### src/rtl/nts_tx_pkg.sv
// Shared definitions for the NTS TX scheduler: FSM state encoding, field widths, index-width helper.
// Pure declarations; no logic, no latency, no flow control.
package nts_tx_pkg;

  localparam int LAST_WIDTH = 4;

  typedef enum logic [1:0] {
    ST_IDLE    = 2'd0,
    ST_START   = 2'd1,
    ST_STREAM  = 2'd2,
    ST_RELEASE = 2'd3
  } state_t;

  function automatic int grant_width(input int n);
    return (n > 1) ? $clog2(n) : 1;
  endfunction

endpackage

### src/rtl/nts_rr_arbiter.sv
// Round-robin pick: first requester after ptr (wrapping), combinational, zero latency.
// No flow control; found=0 when no request is pending.
module nts_rr_arbiter
  import nts_tx_pkg::*;
#(
  parameter int ENGINES = 18,
  localparam int GW = grant_width(ENGINES)
) (
  input  logic [ENGINES-1:0] req,
  input  logic [GW-1:0]      ptr,
  output logic [GW-1:0]      grant,
  output logic               found
);

  logic [GW-1:0] idx;

  always_comb begin
    found = 1'b0;
    grant = '0;
    idx   = '0;
    for (int i = 1; i <= ENGINES; i++) begin
      idx = GW'((int'(ptr) + i) % ENGINES);
      if (!found && req[idx]) begin
        found = 1'b1;
        grant = idx;
      end
    end
  end

endmodule

### src/rtl/nts_tx_scheduler.sv
// Round-robin engine TX scheduler: grant, stream through a 1-word hold (2-cycle latency), release, watchdog abort.
// No backpressure mid-packet; i_enable and i_buffer_ready only gate new grants in IDLE.
module nts_tx_scheduler
  import nts_tx_pkg::*;
#(
  parameter int ENGINES         = 18,
  parameter int MAC_DATA_WIDTH  = 64,
  parameter int LAST_WIDTH      = nts_tx_pkg::LAST_WIDTH,
  parameter int WATCHDOG_CYCLES = 1024,
  localparam int GW = grant_width(ENGINES)
) (
  input  logic                              i_clk,
  input  logic                              i_areset,
  input  logic                              i_enable,
  input  logic                              i_buffer_ready,
  input  logic [ENGINES-1:0]                i_engine_packet_available,
  input  logic [ENGINES-1:0]                i_engine_fifo_empty,
  input  logic [ENGINES-1:0]                i_engine_fifo_rd_valid,
  input  logic [MAC_DATA_WIDTH*ENGINES-1:0] i_engine_fifo_rd_data,
  input  logic [LAST_WIDTH*ENGINES-1:0]     i_engine_bytes_last_word,
  output logic [ENGINES-1:0]                o_engine_fifo_rd_start,
  output logic [ENGINES-1:0]                o_engine_packet_read,
  output logic                              o_tx_valid,
  output logic [MAC_DATA_WIDTH-1:0]         o_tx_data,
  output logic                              o_tx_last,
  output logic [LAST_WIDTH-1:0]             o_tx_bytes,
  output logic                              o_tx_abort,
  output logic                              o_busy,
  output logic [GW-1:0]                     o_grant,
  output logic [31:0]                       o_packets,
  output logic [31:0]                       o_aborts
);

  localparam int WDW = $clog2(WATCHDOG_CYCLES + 1);

  state_t                    state_q, state_d;
  logic [GW-1:0]             grant_q, grant_d;
  logic [GW-1:0]             ptr_q, ptr_d;
  logic [MAC_DATA_WIDTH-1:0] hold_q, hold_d;
  logic                      hold_full_q, hold_full_d;
  logic [WDW-1:0]            wd_q, wd_d;
  logic                      aborted_q, aborted_d;

  logic [ENGINES-1:0]        rd_start_d, pkt_read_d;
  logic                      tx_valid_d, tx_last_d, tx_abort_d;
  logic [MAC_DATA_WIDTH-1:0] tx_data_d;
  logic [LAST_WIDTH-1:0]     tx_bytes_d;
  logic [31:0]               packets_d, aborts_d;

  logic [GW-1:0]             arb_grant;
  logic                      arb_found;

  logic [MAC_DATA_WIDTH-1:0] eng_data  [ENGINES];
  logic [LAST_WIDTH-1:0]     eng_bytes [ENGINES];

  for (genvar g = 0; g < ENGINES; g++) begin : g_unpack
    assign eng_data[g]  = i_engine_fifo_rd_data[g*MAC_DATA_WIDTH +: MAC_DATA_WIDTH];
    assign eng_bytes[g] = i_engine_bytes_last_word[g*LAST_WIDTH +: LAST_WIDTH];
  end

  nts_rr_arbiter #(.ENGINES(ENGINES)) u_arb (
    .req   (i_engine_packet_available),
    .ptr   (ptr_q),
    .grant (arb_grant),
    .found (arb_found)
  );

  // Only the registered grant steers the data path; other engines are ignored.
  logic                      sel_valid, sel_empty;
  logic [MAC_DATA_WIDTH-1:0] sel_data;
  logic [LAST_WIDTH-1:0]     sel_bytes;
  assign sel_valid = i_engine_fifo_rd_valid[grant_q];
  assign sel_empty = i_engine_fifo_empty[grant_q];
  assign sel_data  = eng_data[grant_q];
  assign sel_bytes = eng_bytes[grant_q];

  assign o_busy  = (state_q != ST_IDLE);
  assign o_grant = grant_q;

  always_comb begin
    state_d     = state_q;
    grant_d     = grant_q;
    ptr_d       = ptr_q;
    hold_d      = hold_q;
    hold_full_d = hold_full_q;
    wd_d        = wd_q;
    aborted_d   = aborted_q;
    packets_d   = o_packets;
    aborts_d    = o_aborts;
    rd_start_d  = '0;
    pkt_read_d  = '0;
    tx_valid_d  = 1'b0;
    tx_last_d   = 1'b0;
    tx_bytes_d  = '0;
    tx_abort_d  = 1'b0;
    tx_data_d   = o_tx_data;
    case (state_q)
      ST_IDLE: begin
        // The release pulse cycle is skipped so the engine can drop packet_available.
        if (i_enable && i_buffer_ready && arb_found && (o_engine_packet_read == '0)) begin
          grant_d               = arb_grant;
          rd_start_d[arb_grant] = 1'b1;
          state_d               = ST_START;
        end
      end
      ST_START: begin
        wd_d        = '0;
        hold_full_d = 1'b0;
        aborted_d   = 1'b0;
        state_d     = ST_STREAM;
      end
      ST_STREAM: begin
        if (sel_valid) begin
          wd_d = '0;
          if (hold_full_q) begin
            tx_valid_d = 1'b1;
            tx_data_d  = hold_q;
          end
          hold_d      = sel_data;
          hold_full_d = 1'b1;
        end else if (sel_empty) begin
          if (hold_full_q) begin
            tx_valid_d = 1'b1;
            tx_data_d  = hold_q;
            tx_last_d  = 1'b1;
            tx_bytes_d = sel_bytes;
          end else begin
            tx_abort_d = 1'b1;
            aborts_d   = o_aborts + 32'd1;
            aborted_d  = 1'b1;
          end
          hold_full_d = 1'b0;
          state_d     = ST_RELEASE;
        end else if (wd_q == WDW'(WATCHDOG_CYCLES - 1)) begin
          tx_abort_d  = 1'b1;
          aborts_d    = o_aborts + 32'd1;
          aborted_d   = 1'b1;
          hold_full_d = 1'b0;
          state_d     = ST_RELEASE;
        end else begin
          wd_d = wd_q + WDW'(1);
        end
      end
      ST_RELEASE: begin
        pkt_read_d[grant_q] = 1'b1;
        ptr_d               = grant_q;
        if (!aborted_q) packets_d = o_packets + 32'd1;
        state_d = ST_IDLE;
      end
      default: state_d = ST_IDLE;
    endcase
  end

  always_ff @(posedge i_clk or posedge i_areset) begin
    if (i_areset) begin
      state_q                <= ST_IDLE;
      grant_q                <= '0;
      ptr_q                  <= GW'(ENGINES - 1);
      hold_q                 <= '0;
      hold_full_q            <= 1'b0;
      wd_q                   <= '0;
      aborted_q              <= 1'b0;
      o_engine_fifo_rd_start <= '0;
      o_engine_packet_read   <= '0;
      o_tx_valid             <= 1'b0;
      o_tx_data              <= '0;
      o_tx_last              <= 1'b0;
      o_tx_bytes             <= '0;
      o_tx_abort             <= 1'b0;
      o_packets              <= '0;
      o_aborts               <= '0;
    end else begin
      state_q                <= state_d;
      grant_q                <= grant_d;
      ptr_q                  <= ptr_d;
      hold_q                 <= hold_d;
      hold_full_q            <= hold_full_d;
      wd_q                   <= wd_d;
      aborted_q              <= aborted_d;
      o_engine_fifo_rd_start <= rd_start_d;
      o_engine_packet_read   <= pkt_read_d;
      o_tx_valid             <= tx_valid_d;
      o_tx_data              <= tx_data_d;
      o_tx_last              <= tx_last_d;
      o_tx_bytes             <= tx_bytes_d;
      o_tx_abort             <= tx_abort_d;
      o_packets              <= packets_d;
      o_aborts               <= aborts_d;
    end
  end

endmodule

### config.mk
export PLATFORM = sky130hd
export DESIGN_NAME = nts_tx_scheduler
export DESIGN_NICKNAME = d
export VERILOG_FILES = /design/src/rtl/nts_tx_pkg.sv /design/src/rtl/nts_rr_arbiter.sv /design/src/rtl/nts_tx_scheduler.sv
export SDC_FILE = /design/constraint.sdc
export NUM_CORES = 1
export LEC_CHECK = 0
export ABC_AREA = 1
export CORE_AREA = 2 2 563 565
export DETAILED_ROUTE_END_ITERATION = 8
export DIE_AREA = 0 0 565 567
export DONT_BUFFER_PORTS = 1
export PLACE_DENSITY = 0.3
export SLEW_MARGIN = 30
export SYNTH_ARGS = -nofsm -noshare
export SYNTH_HDL_FRONTEND = slang
export SYNTH_SLANG_ARGS = --single-unit
### constraint.sdc
create_clock -name i_clk -period 14.65 [get_ports i_clk]
set_input_delay 4.395 -clock i_clk [delete_from_list [all_inputs] [get_ports i_clk]]
set_output_delay 4.395 -clock i_clk [all_outputs]
set_load 0.03 [all_outputs]
==> out/results.ini <==
[worst_setup_path]
cp-end-kind=flip-flop
timing.rr.start=ptr_q[0]
critical_path.cell_chain=a22oi_1, a21oi_1, or2_1, inv_1, nand4_1, nand2_1, inv_1, nor2_4, inv_2, nor3_2, nand4_1, nor2_1, nand2_1, nor4_1, nand3_1, nor2_1, nand3_1, nor2_1, nand2_1, nor3_2, xor2_1
cp_max_fo=9
cp.depth=21
worst_ep_required_time_ps=15290
crit_start=i_engine_fifo_empty[7]
arrival_ps=7960
path_delay_family=simple AND/OR/NAND/NOR gates
timing.reg2reg.setup_slack_ps=8330
r2r_cells=33
slowest_stage=nand4_1
cpPeakStageDelay_ps=360
worst-path-buf-inv=3
start_kind=primary input
crit_type=in -> reg
cp-endpoint=o_aborts[31]
r2r-end=o_engine_fifo_rd_start[12]

[job]
drv_cap=0

[power]
power.static_leakage_nw=12.1
ir_drop_uv=174
powerDensity_mw_per_mm2=324

[synth]
synth_cell_type_count=70
yosys.area.top_type_share=0.253
synth.net_count=5028
netlist_instances=3673
ys_top_cells_by_area=dfrtp_1, a22oi_1, nand2_1, o21ai_0, inv_1
synth.avg_cell_area_sq_um=6.95
synth_edf_count=0
syn-cell-area_sq_mm=0.0255
synth_seq_cells=260
synth_flop_cell=dfrtp_1
synth.yosys.seq_area_share=0.255
async_flop_share=1.00
synth_top_area_cell=dfrtp_1
synth_warnings=0

[finish]
nNetsFinal=4937
utilization=0.103
drive_above_1_share=0.102
multiInputGateArea_sq_mm=0.0168
area_growth_pct=27.0
seq_area_sq_mm=0.00652
nFillCells=36731

[clock_network]
cts_num_sinks=260
cts_hold_buffers=0
cts_setup_buffers=0
cts_resized=0
cts_tree=built
cts_buffer_depth=3
clk_latency_ps=720
path_clk_slew_ps=60
numCtsBuffers=41
cts_root_buf=clkbuf_16
cts_max_level=2

[drt]
first_iter_violations=3188
finalWirelength_um=253000
ant_nets=0
avgViaCountPerCell=3.81
routedWlPerCell_um=32.2
drt_first_pass_iters=6
vias=29910
route.detailed.drc=0

[floorplanning]
start_util=0.0813
die_area_sq_mm=0.320
die_h_um=567
core_area_sq_mm=0.314
pin_count=1459
die_w_um=565
placementRows=206

[timing]
fin_tns_setup_ps=0
rsz0062_at_grt=no
finClkSkew_ps=97.5
maxSlewViolCount=0
fin_crit_ps=7320
setup_viol=0
timing.fmax_mhz=137
hold_viol=0
timing.hold.ws_ps=494
tightest_slew_ps=1100
slew-limit-headroom=0.256
finalCritPeriodShare=0.500

[min_path]
hold_class=reg -> reg
whs_path_depth=2

[outcome]
status=finished, final reports clean

[grt]
antenna_found_initial=182
track_usage=0.152
grt_pass1_wl_um=315000
grt_overflow_total=0
grt_pass1_vias=28992
grt_max_degree=80

[placed_design]
gp_congestion=1.05
numPortBuffers=0
dp_hpwl_um=220000

## flip-flops by register name, summed over array words and instances (netlist names), 2 cells and up
register                count
hold_q                     64
o_tx_data                  64
o_aborts                   32
o_packets                  32
o_engine_fifo_rd_start     18
o_engine_packet_read       18
wd_q                       11
o_grant                     5
ptr_q                       5
o_tx_bytes                  4
state_q                     2
## metal layers
| layer | global-route usage | wire length [um] |
|---|---|---|
| met4 | 0.0741 | 13300 |
| met2 | 0.256 | 120000 |
| met1 | 0.164 | 94800 |
| met3 | 0.0614 | 24600 |
| met5 | 0 | 380 |
## logic make-up after synthesis
logic type / synth area share
compound gates: 0.342
buf+inv: 0.0933
xor+xnor: 0.0423
fa+ha+maj: 0.0358
flops: 0.255
mux: 0.00157
simple gates: 0.230
## report_power, final
part	internal, W	leakage, nW	switching (W)	total (W)
clock network	0.000646	0.694	0.000459	0.00110
logic	0.00212	7.98	0.00589	0.00800
registers	0.000885	3.44	0.000516	0.00140
total	0.00365	12.1	0.00686	0.0105
## layout make-up
cell class                      instances  share of cell area
Antenna cell                           85             0.00656
Clock buffer                           56              0.0358
Clock inverter                         16             0.00829
Inverter                              393              0.0464
Multi-Input combinational cell       2793               0.518
Sequential cell                       260               0.201
Tap cell                             4160               0.160
Timing Repair Buffer                   93              0.0231
## synthesized netlist by cell type, drive strengths merged, types with 35 or more instances
| master | n |
|---|---|
| nand2 | 692 |
| a22oi | 626 |
| inv | 389 |
| o21ai | 316 |
| dfrtp | 258 |
| a21oi | 257 |
| nand3 | 248 |
| nor2 | 199 |
| clkbuf | 192 |
| xor2 | 84 |
| ha | 73 |
| o41ai | 64 |
| nor3 | 48 |
| nand4 | 43 |
| buf | 35 |
## stage by stage
step | power (W) | std cells | worst slack (ps) | cell area, sq um
6_report | 0.0105 | 7856 | 7330 | 32400
5_1_grt | 0.0114 | 7825 | 6970 | 32400
4_1_cts | 0.0107 | 7771 | 7400 | 32200
3_5_place_dp | 0.00948 | 7699 | 6570 | 30800
3_3_place_gp | 0.00942 | 7690 | 6630 | 30600
2_1_floorplan | 0.00625 | 3673 | 3100 | 25500
## worst min-delay path by stage
stage | slack [ps] | to | start
finish | 490 | o_tx_data[57] | hold_q[57]
global route | 530 | wd_q[9] | wd_q[9]
CTS | 480 | o_tx_data[57] | hold_q[57]
detailed placement | 500 | wd_q[9] | wd_q[9]
global placement | 480 | wd_q[9] | wd_q[9]
floorplan | 450 | aborted_q | aborted_q
## worst min-delay path: cells and delay by family (launching register included)
kind	cells	cell delay (ps)
DFF	1	310
AOI/OAI and AO/OA	1	140
buffers and inverters	1	50
## cell usage in the layout, fill, tap and decap left out, types with 41 or more instances in the layout
| cell | Yosys | final |
|---|---|---|
| a22oi_1 | 626 | 621 |
| nand2_1 | 644 | 644 |
| diode_2 | 0 | 85 |
| ha_1 | 73 | 73 |
| inv_1 | 353 | 351 |
| nor2_1 | 184 | 180 |
| buf_4 | 3 | 86 |
| o41ai_1 | 64 | 59 |
| a21oi_1 | 256 | 249 |
| o21ai_0 | 273 | 271 |
| xor2_1 | 76 | 76 |
| nand2_2 | 41 | 41 |
| nand3_1 | 224 | 223 |
| clkbuf_16 | 0 | 41 |
| dfrtp_1 | 258 | 248 |
Note: power is estimated with default switching activity, not from simulation.
